`src/rtl/mul_16_seq_pkg.sv`:
```
// Shared widths, state encoding and the iteration-counter increment
// for the sequential shift-and-add multiplier.
package mul_pkg;

  localparam int WORD_W = 16;
  localparam int ITER_W = 4;

  typedef enum logic [1:0] {IDLE, BUSY, DONE} mul_state_t;

  // Ripple increment, so the block carries no behavioural adder.
  function automatic logic [ITER_W-1:0] inc_iter(input logic [ITER_W-1:0] v);
    logic [ITER_W-1:0] r;
    logic carry;
    carry = 1'b1;
    for (int i = 0; i < ITER_W; i++) begin
      r[i]  = v[i] ^ carry;
      carry = carry & v[i];
    end
    return r;
  endfunction

endpackage

```
`src/rtl/mul_16_seq_if.sv`:
```
// Operand/product handshake bundle for mul_16_seq.
interface mul_16_seq_if;
  import mul_pkg::*;

  logic              in_valid;
  logic              in_ready;
  logic [WORD_W-1:0] a;
  logic [WORD_W-1:0] b;
  logic              out_valid;
  logic              out_ready;
  logic [WORD_W-1:0] out;
  logic              busy;

  modport master (
    output in_valid, a, b, out_ready,
    input  in_ready, out_valid, out, busy
  );

  modport slave (
    input  in_valid, a, b, out_ready,
    output in_ready, out_valid, out, busy
  );

endinterface

```
`src/rtl/mul_16_seq_add_16.sv`:
```
// 16-bit ripple-carry adder feeding the multiplier accumulator; carry-out
// is dropped so the sum wraps mod 2^16.
module add_16
  import mul_pkg::*;
(
  input  logic [WORD_W-1:0] x,
  input  logic [WORD_W-1:0] y,
  output logic [WORD_W-1:0] sum
);

  logic carry;

  always_comb begin
    carry = 1'b0;
    sum   = '0;
    for (int i = 0; i < WORD_W; i++) begin
      sum[i] = x[i] ^ y[i] ^ carry;
      carry  = (x[i] & y[i]) | (carry & (x[i] ^ y[i]));
    end
  end

endmodule

```
`src/rtl/mul_16_seq.sv`:
```
// Sequential 16-bit shift-and-add multiplier producing the low 16 bits of
// a*b, with valid/ready on both sides and one operation in flight.
module mul_16_seq
  import mul_pkg::*;
#(
  parameter bit EARLY_EXIT = 1'b1
) (
  input  logic         clk,
  input  logic         rst_n,
  mul_16_seq_if.slave  bus
);

  mul_state_t        state_q, state_d;
  logic [WORD_W-1:0] mcand_q, mcand_d;
  logic [WORD_W-1:0] mplier_q, mplier_d;
  logic [WORD_W-1:0] acc_q, acc_d;
  logic [WORD_W-1:0] out_q, out_d;
  logic [ITER_W-1:0] cnt_q, cnt_d;
  logic [WORD_W-1:0] sum;
  logic              last_iter;

  add_16 u_add (
    .x   (acc_q),
    .y   (mcand_q),
    .sum (sum)
  );

  // Done after the 16th iteration, or once no multiplier bits remain.
  assign last_iter = (cnt_q == '1) ||
                     (EARLY_EXIT && (mplier_q[WORD_W-1:1] == '0));

  always_ff @(posedge clk or negedge rst_n) begin
    if (!rst_n) begin
      state_q <= IDLE;
    end else begin
      state_q <= state_d;
    end
  end

  always_comb begin
    state_d = state_q;
    case (state_q)
      IDLE: begin
        if (bus.in_valid) begin
          state_d = (EARLY_EXIT && (bus.b == '0)) ? DONE : BUSY;
        end
      end
      BUSY: begin
        if (last_iter) begin
          state_d = DONE;
        end
      end
      DONE: begin
        if (bus.out_ready) begin
          state_d = IDLE;
        end
      end
      default: state_d = IDLE;
    endcase
  end

  always_ff @(posedge clk or negedge rst_n) begin
    if (!rst_n) begin
      mcand_q  <= '0;
      mplier_q <= '0;
      acc_q    <= '0;
      cnt_q    <= '0;
      out_q    <= '0;
    end else begin
      mcand_q  <= mcand_d;
      mplier_q <= mplier_d;
      acc_q    <= acc_d;
      cnt_q    <= cnt_d;
      out_q    <= out_d;
    end
  end

  always_comb begin
    mcand_d  = mcand_q;
    mplier_d = mplier_q;
    acc_d    = acc_q;
    cnt_d    = cnt_q;
    case (state_q)
      IDLE: begin
        if (bus.in_valid) begin
          mcand_d  = bus.a;
          mplier_d = bus.b;
          acc_d    = '0;
          cnt_d    = '0;
        end
      end
      BUSY: begin
        if (mplier_q[0]) begin
          acc_d = sum;
        end
        mcand_d  = {mcand_q[WORD_W-2:0], 1'b0};
        mplier_d = {1'b0, mplier_q[WORD_W-1:1]};
        cnt_d    = inc_iter(cnt_q);
      end
      default: ;
    endcase
    // The product register follows acc while in DONE and then keeps its value.
    out_d = (state_d == DONE) ? acc_d : out_q;
  end

  always_comb begin
    bus.in_ready  = (state_q == IDLE);
    bus.out_valid = (state_q == DONE);
    bus.busy      = (state_q == BUSY) || (state_q == DONE);
    bus.out       = out_q;
  end

endmodule

```
`src/flat_wrapper.sv`:
```
// flat-port wrapper written by rule: the top's interface ports become plain ports
module mul_16_seq_flat import mul_pkg::*;
#(
  parameter bit EARLY_EXIT = 1'b1
)
  (clk, rst_n, bus_in_valid, bus_a, bus_b, bus_out_ready, bus_in_ready, bus_out_valid, bus_out, bus_busy);
  mul_16_seq_if bus_i ();
  input  logic clk;
  input  logic rst_n;
  input wire logic [$bits(bus_i.in_valid)-1:0] bus_in_valid;
  input wire logic [$bits(bus_i.a)-1:0] bus_a;
  input wire logic [$bits(bus_i.b)-1:0] bus_b;
  input wire logic [$bits(bus_i.out_ready)-1:0] bus_out_ready;
  output wire logic [$bits(bus_i.in_ready)-1:0] bus_in_ready;
  output wire logic [$bits(bus_i.out_valid)-1:0] bus_out_valid;
  output wire logic [$bits(bus_i.out)-1:0] bus_out;
  output wire logic [$bits(bus_i.busy)-1:0] bus_busy;
  assign bus_i.in_valid = bus_in_valid;
  assign bus_i.a = bus_a;
  assign bus_i.b = bus_b;
  assign bus_i.out_ready = bus_out_ready;
  assign bus_in_ready = bus_i.in_ready;
  assign bus_out_valid = bus_i.out_valid;
  assign bus_out = bus_i.out;
  assign bus_busy = bus_i.busy;
  mul_16_seq #(.EARLY_EXIT(EARLY_EXIT)) u_core (.clk(clk), .rst_n(rst_n), .bus(bus_i));
endmodule
```
`config.mk`:
```
export PLATFORM = sky130hd
export DESIGN_NAME = mul_16_seq_flat
export DESIGN_NICKNAME = d
export VERILOG_FILES = /design/src/rtl/mul_16_seq_pkg.sv /design/src/rtl/mul_16_seq_if.sv /design/src/rtl/mul_16_seq_add_16.sv /design/src/rtl/mul_16_seq.sv /design/src/flat_wrapper.sv
export SDC_FILE = /design/constraint.sdc
export NUM_CORES = 1
export LEC_CHECK = 0
export CORE_MARGIN = 2
export CORE_UTILIZATION = 57
export DETAILED_ROUTE_END_ITERATION = 12
export DONT_BUFFER_PORTS = 1
export PLACE_DENSITY = 0.75
export SLEW_MARGIN = 20
export SYNTH_ARGS = -nofsm -noshare
export SYNTH_HDL_FRONTEND = slang
export SYNTH_SLANG_ARGS = --single-unit
```
`constraint.sdc`:
```
create_clock -name clk -period 7 [get_ports clk]
set_input_delay 1.4 -clock clk [delete_from_list [all_inputs] [get_ports clk]]
set_output_delay 1.4 -clock clk [all_outputs]
set_load 0.03 [all_outputs]
```
### Word level (Yosys, flattened, before mapping)

Cells that the tools add are included.

* equal/unequal tests: 5
* mux-type cells: 14
* shift-type cells: 0
* order comparisons: 0
* multiply operators: 0
* div/mod/pow operators: 0
* $add $sub $neg: 0
* bitwise gates (word level): 80
* reductions and logical operators: 7

Operators by type and width (number)
* one-hot mux 16 bit (2 select lines): 3
* 2-to-1 mux 16 bit: 4
* XOR 1 bit: 34
* AND 1 bit: 31
* logical NOT 16 bit: 1
* logical NOT 15 bit: 1
* OR 1 bit: 14
* 2-to-1 mux 2 bit: 4
* one-hot mux 4 bit (2 select lines): 1
* one-hot mux 2 bit (3 select lines): 1
* equality test 2 bit, second input constant: 2
* equality test 4 bit, second input constant: 1
* 2-to-1 mux 4 bit: 1
* equality test 2 x 1 -> 1 bit, second input constant: 1
* logical NOT 2 bit: 1
* logical OR 1 bit: 2
* != test 2 bit, second input constant: 1
* AND reduction 2 bit: 1
* nonzero test 2 bit: 1
* inverter 1 bit: 1

* bits in latches: 0
* memories: 0
* bits in writable memories: 0
* ROM bits: 0
* logic and storage cells: 112
* flip-flop bits (word level): 70

### Logic depth before layout (Yosys ltp)

Gate-level depths: netlist of the first run.

* word-level depth: 32
* mapped depth: 22

### Modules after synthesis

Synthesis of the first run repeated with hierarchy kept, for this count alone.

* cells, all modules: 292
* area total of the unflattened synthesis: 3510.9 µm²

Modules (own cells, without submodules)
* mul_16_seq: area each 3175.5 µm², times used 1, sequential area each 1751.7 µm², cells an instance 271
* add_16: area each 335.3 µm², times used 1, sequential area each 0.0 µm², cells an instance 21

### Worst setup path before layout of the first run

No wires, ideal clock.

* path kind: reg-to-reg
* start: register u_core.mcand_q[0]
* end: register u_core.out_q[15] (netlist: u_core.bus.out[15])
* period minus slack after synthesis: 7524 ps
* required time: 6875 ps
* path slack: -524 ps
* cell stages (with the launch flop): 23
* library setup time: 125 ps
* path buffers: 0
* arrival time: 7399 ps
* cells stage by stage: dfrtp_1 -> ha_1 -> fa_1 -> fa_1 -> fa_1 -> fa_1 -> fa_1 -> fa_1 -> fa_1 -> fa_1 -> fa_1 -> fa_1 -> fa_1 -> fa_1 -> inv_1 -> fa_1 -> inv_1 -> fa_1 -> xor2_1 -> nand2_1 -> a21oi_1 -> mux2i_1 -> mux2_4

* cells in the longest elaborated chain, start to end: 32

Ends and longest elaborated chain
* start, declared: RTL line mul_16_seq.sv:14 `logic [WORD_W-1:0] mcand_q, mcand_d;`
* start signal, assigned: RTL line mul_16_seq.sv:70 `mcand_q <= mcand_d;`
* AND 1 bit (2 in a row): RTL line mul_16_seq_add_16.sv:18 `carry = (x[i] & y[i]) | (carry & (x[i] ^ y[i]));`
* OR 1 bit: RTL line mul_16_seq_add_16.sv:18
* AND 1 bit: RTL line mul_16_seq_add_16.sv:18
* OR 1 bit: RTL line mul_16_seq_add_16.sv:18
* AND 1 bit: RTL line mul_16_seq_add_16.sv:18
* OR 1 bit: RTL line mul_16_seq_add_16.sv:18
* AND 1 bit: RTL line mul_16_seq_add_16.sv:18
* OR 1 bit: RTL line mul_16_seq_add_16.sv:18
* [... 16 more ...]
* AND 1 bit: RTL line mul_16_seq_add_16.sv:18
* OR 1 bit: RTL line mul_16_seq_add_16.sv:18
* AND 1 bit: RTL line mul_16_seq_add_16.sv:18
* OR 1 bit: RTL line mul_16_seq_add_16.sv:18
* XOR 1 bit: RTL line mul_16_seq_add_16.sv:17 `sum[i] = x[i] ^ y[i] ^ carry;`
* 2-to-1 mux 16 bit: RTL line mul_16_seq.sv:93 `if (mplier_q[0]) begin`
* one-hot mux 16 bit (2 select lines): RTL line mul_16_seq.sv:83 `case (state_q)`
* named net u_core.acc_d[15]: RTL line mul_16_seq.sv:16 `logic [WORD_W-1:0] acc_q, acc_d;`
* end signal, assigned: RTL line mul_16_seq.sv:74 `out_q <= out_d;`
* end, declared: RTL line mul_16_seq.sv:17 `logic [WORD_W-1:0] out_q, out_d;`

The timed path passes the listed nets, and every way through them passes these cells.
A chain may end at the register's enable or synchronous reset.

### Worst setup path in the final report of the first run

* start: register u_core.acc_q[0]
* end: register u_core.out_q[15] (netlist: u_core.bus.out[15])

* cells in the longest elaborated chain, start to end: 32

Ends and longest elaborated chain
* start, declared: RTL line mul_16_seq.sv:16
* start signal, assigned: RTL line mul_16_seq.sv:66 `acc_q <= '0;`
* start signal, assigned: RTL line mul_16_seq.sv:72 `acc_q <= acc_d;`
* AND 1 bit (2 in a row): RTL line mul_16_seq_add_16.sv:18
* OR 1 bit: RTL line mul_16_seq_add_16.sv:18
* AND 1 bit: RTL line mul_16_seq_add_16.sv:18
* OR 1 bit: RTL line mul_16_seq_add_16.sv:18
* AND 1 bit: RTL line mul_16_seq_add_16.sv:18
* OR 1 bit: RTL line mul_16_seq_add_16.sv:18
* AND 1 bit: RTL line mul_16_seq_add_16.sv:18
* OR 1 bit: RTL line mul_16_seq_add_16.sv:18
* [... 16 more ...]
* AND 1 bit: RTL line mul_16_seq_add_16.sv:18
* OR 1 bit: RTL line mul_16_seq_add_16.sv:18
* AND 1 bit: RTL line mul_16_seq_add_16.sv:18
* OR 1 bit: RTL line mul_16_seq_add_16.sv:18
* XOR 1 bit: RTL line mul_16_seq_add_16.sv:17
* 2-to-1 mux 16 bit: RTL line mul_16_seq.sv:93
* one-hot mux 16 bit (2 select lines): RTL line mul_16_seq.sv:83
* named net u_core.acc_d[15]: RTL line mul_16_seq.sv:16

The timed path passes the listed nets, and every way through them passes these cells.

==> results of run 1 <==
-- cell type report --
| cell class | count | share of cell area |
|---|---|---|
| well taps | 75 | 0.0243 |
| inverters | 11 | 0.0107 |
| repair buffers | 6 | 0.0117 |
| clock buffers | 11 | 0.0366 |
| clock inverters | 4 | 0.0123 |
| multi-input cells | 205 | 0.451 |
| flip-flops and latches | 70 | 0.454 |
-- tightest hold or removal path: cells and delay by family, from the launching register on --
family,cells,cell delay (ns)
flip-flops,1,0.36
AO/OA/AOI/OAI,1,0.06
AND/OR/NAND/NOR,1,0.05
-- sequential cells by signal, summed over array words and instances (netlist names) --
signal and count:
u_core.state_q 2, u_core.bus.out 16, u_core.acc_q 16, u_core.mplier_q 16, u_core.mcand_q 16, u_core.cnt_q 4
-- cell families after synthesis --
logic type / share of synthesized area
muxes: 0.156
buffers and inverters: 0.0394
adders and majority gates: 0.103
xor gates and xnor gates: 0.00489
and+or+nand+nor: 0.0886
AOI/OAI and AO/OA: 0.120
DFF: 0.488
-- cells in the mapped netlist (all sizes together), types with 5 or more instances --
master	n
a22o	16
nor2b	5
clkbuf	14
mux2i	34
nand2	40
fa	14
mux2	16
dfrtp	70
o21ai	38
nor4	6
ha	7
inv	11
-- power by group through the flow --
stage | logic, mW | registers [mW] | clock network (mW)
global route | 0.871 | 0.849 | 0.344
global placement | 0.728 | 0.820 | 0
finish | 0.765 | 0.822 | 0.320
floorplan | 0.644 | 0.784 | 0
detailed placement | 0.760 | 0.825 | 0
CTS | 0.772 | 0.821 | 0.325
-- through the flow --
stage	setup WS, ns	TNS, ns	instance area [sq um]	hold WS [ns]	power (mW)
floorplan	0.0197	0	3610	0.449	1.43
global placement	-0.0815	-0.0815	3650	0.463	1.55
detailed placement	-0.193	-0.193	3650	0.494	1.59
CTS	0.000832	0	3850	0.511	1.92
global route	0.00471	0	3860	0.549	2.06
finish	0.285	0	3860	0.505	1.91
-- timing repair --
item	in CTS	in global routing
buffers inserted	2	0
endpoints found under the setup margin	1	2
pin swaps	5	5
gates resized for setup	1	2
-- metal layers --
layer / global-route usage / vias to the layer above / wire length, um
met2: 0.304 / 50 / 2990
met3: 0.0487 / 10 / 258
met5: 0 / - / 0
met1: 0.293 / 1096 / 3180
li1: - / 1069 / -
met4: 0.0805 / 0 / 102
-- cell usage in the layout (no fill, tap or decap), types with 2 or more instances in the layout --
master / count
nand3_1: 4
a22o_1: 16
mux2_2: 6
clkinv_2: 2
inv_1: 11
ha_1: 5
nand2_1: 40
nor2b_1: 5
a32oi_1: 2
mux2_4: 10
fa_1: 3
nor2_1: 2
nor4_1: 5
clkbuf_8: 10
buf_4: 6
dfrtp_1: 70
nor3_1: 3
o21ai_0: 38
mux2i_1: 34
ha_2: 2
fa_2: 11
-- path summary, 6_finish.rpt --
check                                        start                 end  slack, ns  depth (start not counted)
min in group asynchronous                    rst_n   u_core.state_q[0]       0.75                          0
worst max register to register     u_core.acc_q[0]  u_core.bus.out[15]       0.28                         22
worst min register to register  u_core.mcand_q[15]  u_core.mcand_q[15]       0.51                          2
max in group asynchronous                    rst_n  u_core.mplier_q[3]       6.15                          0
worst min-delay path            u_core.mcand_q[15]  u_core.mcand_q[15]       0.51                          2
worst max-delay path               u_core.acc_q[0]  u_core.bus.out[15]       0.28                         22
==> results.md, run 1 <==
* Vias at 2225
* Main synth FF type: dfrtp_1
* CTS H-tree depth at 3
* Core Area at 5990 sq um
* Syn Nets at 360
* Longest Clk Path Bufs at 2
* First-pass GRT wire length at 11200 um
* Synth warn at 0
* Initial antenna violation count at 0
* Worst Setup End Kind: flip-flop
* Post-synthesis area per instance at 11.8 sq um
* Netlist cell types at 37
* Max_cap viols at 0
* Multi-input logic area at 1740 sq um
* Starting Density at 0.599
* Logic gate share of total power at 0.401
* Crit path kind: reg -> reg
* Worst-path clk slew at 0.07 ns
* Synth top area share at 0.488
* Max_slew headroom at 0.438
* GPL Wtd Cong at 0.787
* Ranking of synthesized cells by area: dfrtp_1 49%, mux2i_1 9.5%, fa_1 7.8%, o21ai_0 5.3%, mux2_4 4.2%
* CP Data Required Time at about 7.2 ns
* Largest stage delay, worst path at 0.43 ns
* Ys async rst share at 1.00
* Clock power frac at 0.168
* Storage element area at 1750 sq um
* Leak at around 1.8 nW
* Initial DRC Count at 109
* Share of the yosys chip area belonging to registers at 0.488
* Synth Cell Area at 3590 sq um
* Net Sw Power at 797 uW
* # DRC at 0
* Post-synthesis cell count at 303
* Crit path arrival time at approximately 7 ns
* EDFF count, synth at 0
* Fillers at 468
* Final-report hold violation count at 0
* GRT Total Usage at 0.205
* Dominant cell type by area after synthesis: dfrtp_1
* PD cells at around 490 nW/um^2
* Maximum fanout along the worst path at 2
* Die area at 6940 sq um
* Root Driver: clkbuf_8
* Hold/Removal Path Class: reg -> reg
* Die H at between 80 and 90 um
* Slowest CP cell: fa_1
* Wire per inst at 17.1 um
* Fmax at 149 MHz
* Net Sw Frac at 0.418
* Total grt overflow at 0
* Placement Rows at 28
* Final setup fails at 0
* DP Wirelength at 4390 um
* Ant diodes at 0
* #FFs+latches synth at 70
* Post-Route WL at roughly 6500 um
* Pin count of the biggest net entering global routing at 71
* Sink Count at 70
* DR pass1 iterations at 4
* CP delay by family, top: adder cells
* Post-cts hold buffer count at 0
* Num ports at 55
* Layout cells sized above 1 at 0.179
* CP cell instances: ha_2, fa_2, fa_2, fa_2, fa_2, fa_2, fa_2, fa_2, fa_2, fa_2, fa_2, fa_2, fa_1, inv_1, fa_1, inv_1, fa_1, xor2_1, nand2_1, a21oi_2, mux2i_1, mux2_4
* Critical Path Most Common Cell: fa_2
* Port bufs at 0
* TritonCTS clock tree: done
* Pint at about 1.1 mW
* Die X at 83.3 um
* Worst Tran Pin Value at 0.842 ns
* Dpl cells at 365
* Worst VDD drop at between 0.0002 and 0.0003 V
* Post-DRT Antenna Nets at 0
* Final design utilization at 0.645
* Vias in the first global route at around 2300
* Minimum clock period at roughly 6.7 ns
* P&R area growth vs syn at 7.68%
* Status: finished clean
* Setup Skew at 0.00549 ns
* CTS buffer count at 9
* Via-per-instance ratio at 5.82
* Share of power burned in registers at 0.431
* RSZ-0062 raised after global routing: no
* Nets at 360
* Crit path buffers/inverters at 2
* Worst-Skew Late Latency at 0.34 ns
* CP startpoint kind: flip-flop
* Final period utilization at 0.959
* Final Slew Violations at 0
* Non-Filler Instances at about 380
Power figures use the tool's default switching activity.
==> run 2, diff against run 1 <==
- PLACE_DENSITY: 0.75 -> 0.79
==> results.md, run 2 (same netlist as run 1, synthesis figures left out) <==
* Post-Route WL at 6880 um (was 6530 um)
* Setup Skew at 0.0135 ns (was 0.00549 ns)
* TritonCTS clock tree: done (unchanged)
* Nets at 358 (was 360)
* Crit path arrival time at 7.04 ns (was 6.95 ns)
* # DRC at 0 (unchanged)
* CP startpoint kind: flip-flop (unchanged)
* DP Wirelength at 4620 um (was 4390 um)
* Root Driver: clkbuf_8 (unchanged)
* RSZ-0062 raised after global routing: no (unchanged)
* Max_cap viols at 0 (unchanged)
* Fmax at 147 MHz (was 149 MHz)
* Die area at 6940 sq um (unchanged)
* Max_slew headroom at 0.487 (was 0.438)
* Hold/Removal Path Class: reg -> reg (unchanged)
* Worst Tran Pin Value at 0.769 ns (was 0.842 ns)
* First-pass GRT wire length at 11500 um (was 11200 um)
* Maximum fanout along the worst path at 2 (unchanged)
* Vias in the first global route at 2387 (was 2279)
* P&R area growth vs syn at 7.68% (unchanged)
* Fillers at 443 (was 468)
* Die H at 83.3 um (unchanged)
* Placement Rows at 28 (unchanged)
* Most frequent cells in the layout: 70 x dfrtp_1, 40 x nand2_1, 38 x o21ai_0 (unchanged)
* DR pass1 iterations at 4 (unchanged)
* Non-Filler Instances at 381 (was 382)
* Pin count of the biggest net entering global routing at 71 (unchanged)
* Initial DRC Count at 113 (was 109)
* Final design utilization at 0.645 (unchanged)
* Ant diodes at 0 (unchanged)
* PD cells at 496 nW/um^2 (was 494 nW/um^2)
* CTS buffer count at 9 (unchanged)
* Largest stage delay, worst path at 0.42 ns (was 0.43 ns)
* Wire per inst at 18.1 um (was 17.1 um)
* CP Data Required Time at 7.22 ns (was 7.23 ns)
* Final period utilization at 0.974 (was 0.959)
* Port bufs at 0 (unchanged)
* GRT Total Usage at 0.212 (was 0.205)
* Minimum clock period at 6.82 ns (was 6.72 ns)
* Via-per-instance ratio at 5.98 (was 5.82)
* Core Area at 5990 sq um (unchanged)
* Sink Count at 70 (unchanged)
* Final Slew Violations at 0 (unchanged)
* Final-report hold violation count at 0 (unchanged)
* Crit path buffers/inverters at 2 (unchanged)
* Final setup fails at 0 (unchanged)
* Status: finished clean (unchanged)
* Slowest CP cell: fa_1 (unchanged)
* Vias at 2279 (was 2225)
* Die X at 83.3 um (unchanged)
* Critical Path Most Common Cell: fa_2 (unchanged)
* Initial antenna violation count at 0 (unchanged)
* Overall power at 1.92 mW (was 1.91 mW)
* Dpl cells at 364 (was 365)
* Starting Density at 0.599 (unchanged)
* Crit path kind: reg -> reg (unchanged)
* Num ports at 55 (unchanged)
* Worst-Skew Late Latency at 0.35 ns (was 0.34 ns)
* # Post-CTS Setup Buffers at 0 (was 2)
* Most common cell after layout, fill and taps aside: dfrtp_1 (unchanged)
* Total grt overflow at 0 (unchanged)
* Layout cells sized above 1 at 0.180 (was 0.179)
* Post-cts hold buffer count at 0 (unchanged)
* CP cell instances: ha_2, fa_2, fa_2, fa_2, fa_2, fa_2, fa_2, fa_2, fa_2, fa_2, fa_2, fa_2, fa_2, inv_2, fa_1, inv_1, fa_1, xor2_1, nand2_1, a21oi_1, mux2i_1, mux2_4 (was ha_2, fa_2, fa_2, fa_2, fa_2, fa_2, fa_2, fa_2, fa_2, fa_2, fa_2, fa_2, fa_1, inv_1, fa_1, inv_1, fa_1, xor2_1, nand2_1, a21oi_2, mux2i_1, mux2_4)
* Longest Clk Path Bufs at 2 (unchanged)
* CTS H-tree depth at 3 (unchanged)
* Worst VDD drop at 0.000257 V (was 0.000275 V)
* GPL Wtd Cong at 0.780 (was 0.787)
* Worst Setup End Kind: flip-flop (unchanged)
* Post-DRT Antenna Nets at 0 (unchanged)
* Worst-path clk slew at 0.08 ns (was 0.07 ns)
* Leak at 1.79 nW (was 1.80 nW)
* CP delay by family, top: adder cells (unchanged)
-- run 2: cell count changes in the layout (fill, tap and decap cells not counted), sizes merged --
cell | before | now
clkbuf | 11 | 10
inv | 11 | 12
clkinv | 2 | 4
clkinvlp | 1 | 0
buf | 6 | 4
-- run 2: worst paths after layout --
path / to / depth (start not counted) / startpoint / slack (ns)
worst min register to register: u_core.acc_q[15] / 1 / u_core.acc_q[15] / 0.50
max in group asynchronous: u_core.acc_q[10] / 0 / rst_n / 6.12
min in group asynchronous: u_core.mplier_q[5] / 0 / rst_n / 0.74
worst min-delay path: u_core.acc_q[15] / 1 / u_core.acc_q[15] / 0.50
worst max register to register: u_core.bus.out[15] / 22 / u_core.acc_q[0] / 0.18
worst max-delay path: u_core.bus.out[15] / 22 / u_core.acc_q[0] / 0.18
-- run 2: stage by stage --
step,setup slack [ns],hold slack (ns),TNS (ns),instance area (sq um)
after floorplan,0.0197,0.449,0,3610
after global placement,-0.0728,0.463,-0.0728,3640
after detailed placement,-0.221,0.494,-0.221,3640
after CTS,0.000522,0.505,0,3840
after global routing,0.00840,0.523,0,3860
final,0.179,0.496,0,3860
-- run 2: layout make-up --
class	instances	area, sq um	share of cell area
multi-input cells	205	1740	0.450
repair buffers	4	37.5	0.00972
clock inverters	6	70.1	0.0181
well taps	75	93.8	0.0243
flip-flops and latches	70	1750	0.454
clock buffers	10	128	0.0331
inverters	11	41.3	0.0107
-- run 2: layer usage --
metal / share of wire / global-route usage / vias to the layer above
li1: - / - / 1068
met1: 0.44 / 0.280 / 1139
met2: 0.49 / 0.328 / 61
met3: 0.054 / 0.0656 / 11
met4: 0.017 / 0.0820 / 0
met5: 0 / 0 / -
-- run 2: what timing repair did --
action,CTS,global route
pin swaps,4,8
endpoints found under the setup margin,1,1
resized for setup,2,2
endpoints found under the hold margin,0,0
-- run 2: where the power goes --
part | switching [mW] | internal, mW
Sequential | 0.245 | 0.582
Clock | 0.159 | 0.167
Combinational | 0.415 | 0.348
Total | 0.819 | 1.10
==> run 3, diff against run 2 <==
- CORE_UTILIZATION: 57 -> 45
- HOLD_SLACK_MARGIN: unset -> 0.1
- PLACE_DENSITY: 0.79 -> 0.66
==> results.md, run 3 (same netlist as run 1, synthesis figures left out) <==
* DP Wirelength at 4690 um (was 4620 um)
* Reg2reg end: u_core.bus.out[15] (unchanged)
* Sink Count at 70 (unchanged)
* Leak at 1.79 nW (about the same)
* Dpl cell area at 3680 sq um (was 3640 sq um)
* Critical Path Most Common Cell: fa_2 (unchanged)
* Max_cap viols at 0 (unchanged)
* Die X at 93.3 um (was 83.3 um)
* Fmax at 148 MHz (was 147 MHz)
* P&R area growth vs syn at 8.76% (was 7.68%)
* Initial DRC Count at 83 (was 113)
* Root Driver: clkbuf_8 (unchanged)
* Slowest CP cell: fa_2 (was fa_1)
* Maximum fanout along the worst path at 2 (unchanged)
* Vias at 2252 (was 2279)
* Layout cells sized above 1 at 0.183 (was 0.180)
* Pin count of the biggest net entering global routing at 71 (unchanged)
* CP Data Required Time at 7.24 ns (was 7.22 ns)
* Port bufs at 0 (unchanged)
* CP cell instances: ha_1, fa_2, fa_2, fa_2, fa_2, fa_2, fa_2, fa_2, fa_2, fa_2, fa_2, fa_2, fa_2, inv_1, fa_1, inv_1, fa_2, xor2_1, nand2_1, a21oi_2, mux2i_1, mux2_4 (was ha_2, fa_2, fa_2, fa_2, fa_2, fa_2, fa_2, fa_2, fa_2, fa_2, fa_2, fa_2, fa_2, inv_2, fa_1, inv_1, fa_1, xor2_1, nand2_1, a21oi_1, mux2i_1, mux2_4)
* Crit path capture: u_core.bus.out[15] (unchanged)
* DR pass1 iterations at 4 (unchanged)
* Starting Density at 0.464 (was 0.599)
* Most frequent cells in the layout: 70 x dfrtp_1, 40 x nand2_1, 38 x o21ai_0 (unchanged)
* Worst-Skew Late Latency at 0.35 ns (about the same)
* Minimum clock period at 6.74 ns (was 6.82 ns)
* Final setup fails at 0 (unchanged)
* Fillers at 684 (was 443)
* Longest Clk Path Bufs at 2 (unchanged)
* CP startpoint kind: flip-flop (unchanged)
* Flop2flop setup slack at 0.26 ns (was 0.18 ns)
* Crit path kind: reg -> reg (unchanged)
* CTS H-tree depth at 3 (unchanged)
* Final Slew Violations at 0 (unchanged)
* Hold/Removal Path Class: reg -> reg (unchanged)
* Worst Tran Pin Value at 0.817 ns (was 0.769 ns)
* Placement Rows at 32 (was 28)
* Most common cell after layout, fill and taps aside: dfrtp_1 (unchanged)
* Worst Setup End Kind: flip-flop (unchanged)
* Total grt overflow at 0 (unchanged)
* Post-cts hold buffer count at 0 (unchanged)
* Crit path arrival time at 6.98 ns (was 7.04 ns)
* Reg2Reg Depth at 22 (unchanged)
* Post-Route WL at 6910 um (was 6880 um)
* # DRC at 0 (unchanged)
* Final Instance Area at 3900 sq um (was 3860 sq um)
* Largest stage delay, worst path at 0.40 ns (was 0.42 ns)
* Max_slew headroom at 0.456 (was 0.487)
* Via-per-instance ratio at 5.52 (was 5.98)
* Post-DRT Antenna Nets at 0 (unchanged)
* Reg2reg start: u_core.acc_q[0] (unchanged)
* Final design utilization at 0.505 (was 0.645)
* Num ports at 55 (unchanged)
* GPL Wtd Cong at 0.715 (was 0.780)
* TritonCTS clock tree: done (unchanged)
* Final-report hold violation count at 0 (unchanged)
* Initial antenna violation count at 0 (unchanged)
* Critical Path Start: u_core.acc_q[0] (unchanged)
* Core Area at 7730 sq um (was 5990 sq um)
* Ant diodes at 0 (unchanged)
* Vias in the first global route at 2260 (was 2387)
* RSZ-0062 raised after global routing: no (unchanged)
* Overall power at 1.92 mW (about the same)
* Setup Skew at 0.00975 ns (was 0.0135 ns)
* PD cells at 493 nW/um^2 (was 496 nW/um^2)
* Die area at 8700 sq um (was 6940 sq um)
* Final period utilization at 0.963 (was 0.974)
* Worst VDD drop at 0.000200 V (was 0.000257 V)
* Die H at 93.3 um (was 83.3 um)
* # Post-CTS Setup Buffers at 0 (unchanged)
* Worst-path clk slew at 0.08 ns (about the same)
* First-pass GRT wire length at 11700 um (was 11500 um)
* GRT Total Usage at 0.176 (was 0.212)
* Status: finished clean (unchanged)
* Wire per inst at 16.9 um (was 18.1 um)
* CTS buffer count at 9 (unchanged)
* Nets at 358 (unchanged)
[run 3: routing by layer]
layer | share of wire | GRT usage | vias up
met2 | 0.46 | 0.246 | 44
met3 | 0.050 | 0.0475 | 11
met1 | 0.47 | 0.259 | 1127
li1 | - | - | 1070
met5 | 0 | 0 | -
met4 | 0.020 | 0.0735 | 0
[run 3: area by class of cell]
type	instances	area, sq um	area share
flip-flops and latches	70	1750	0.449
multi-input cells	205	1740	0.447
clock buffers	10	138	0.0353
well taps	102	128	0.0327
clock inverters	6	68.8	0.0176
inverters	11	41.3	0.0106
repair buffers	4	30.0	0.00770
[run 3: how the worst min path moves through the flow]
| stage | cells after the start | end | start | slack, ns |
|---|---|---|---|---|
| 2_1_floorplan | 1 | u_core.acc_q[15] | u_core.acc_q[15] | 0.45 |
| 3_3_place_gp | 1 | u_core.acc_q[15] | u_core.acc_q[15] | 0.46 |
| 3_5_place_dp | 1 | u_core.acc_q[15] | u_core.acc_q[15] | 0.48 |
| 4_1_cts | 1 | u_core.acc_q[15] | u_core.acc_q[15] | 0.49 |
| 5_1_grt | 1 | u_core.acc_q[15] | u_core.acc_q[15] | 0.52 |
| 6_report | 1 | u_core.acc_q[15] | u_core.acc_q[15] | 0.49 |
[run 3: through the flow]
stage	setup TNS (ns)	hold slack, ns	instances	setup slack [ns]
final	0	0.492	408	0.258
after floorplan	0	0.449	303	0.0197
after detailed placement	-0.202	0.475	392	-0.202
after global placement	-0.0798	0.463	392	-0.0798
after CTS	0	0.490	408	0.0115
after global routing	0	0.516	408	0.00951
[run 3: power by group]
part           internal (mW)  switching (mW)  leakage [nW]
Clock                  0.176           0.168         0.103
Combinational          0.347           0.410         0.782
Sequential             0.582           0.239         0.910
[run 3: timing repair]
item                                    in CTS  in global routing
resized for setup                            2                  2
endpoints found under the setup margin       1                  1
pin swaps                                    5                  6
endpoints found under the hold margin        0                  0
[run 3: critical path: cells and delay by family, from the launching register on]
kind / cells / cell delay, ns
multiplexers: 2 / 0.36
adder cells (fa/ha/maj): 15 / 5.34
AO/OA/AOI/OAI: 1 / 0.13
flip-flops: 1 / 0.39
AND/OR/NAND/NOR: 1 / 0.09
buffers and inverters: 2 / 0.15
XOR/XNOR: 1 / 0.17
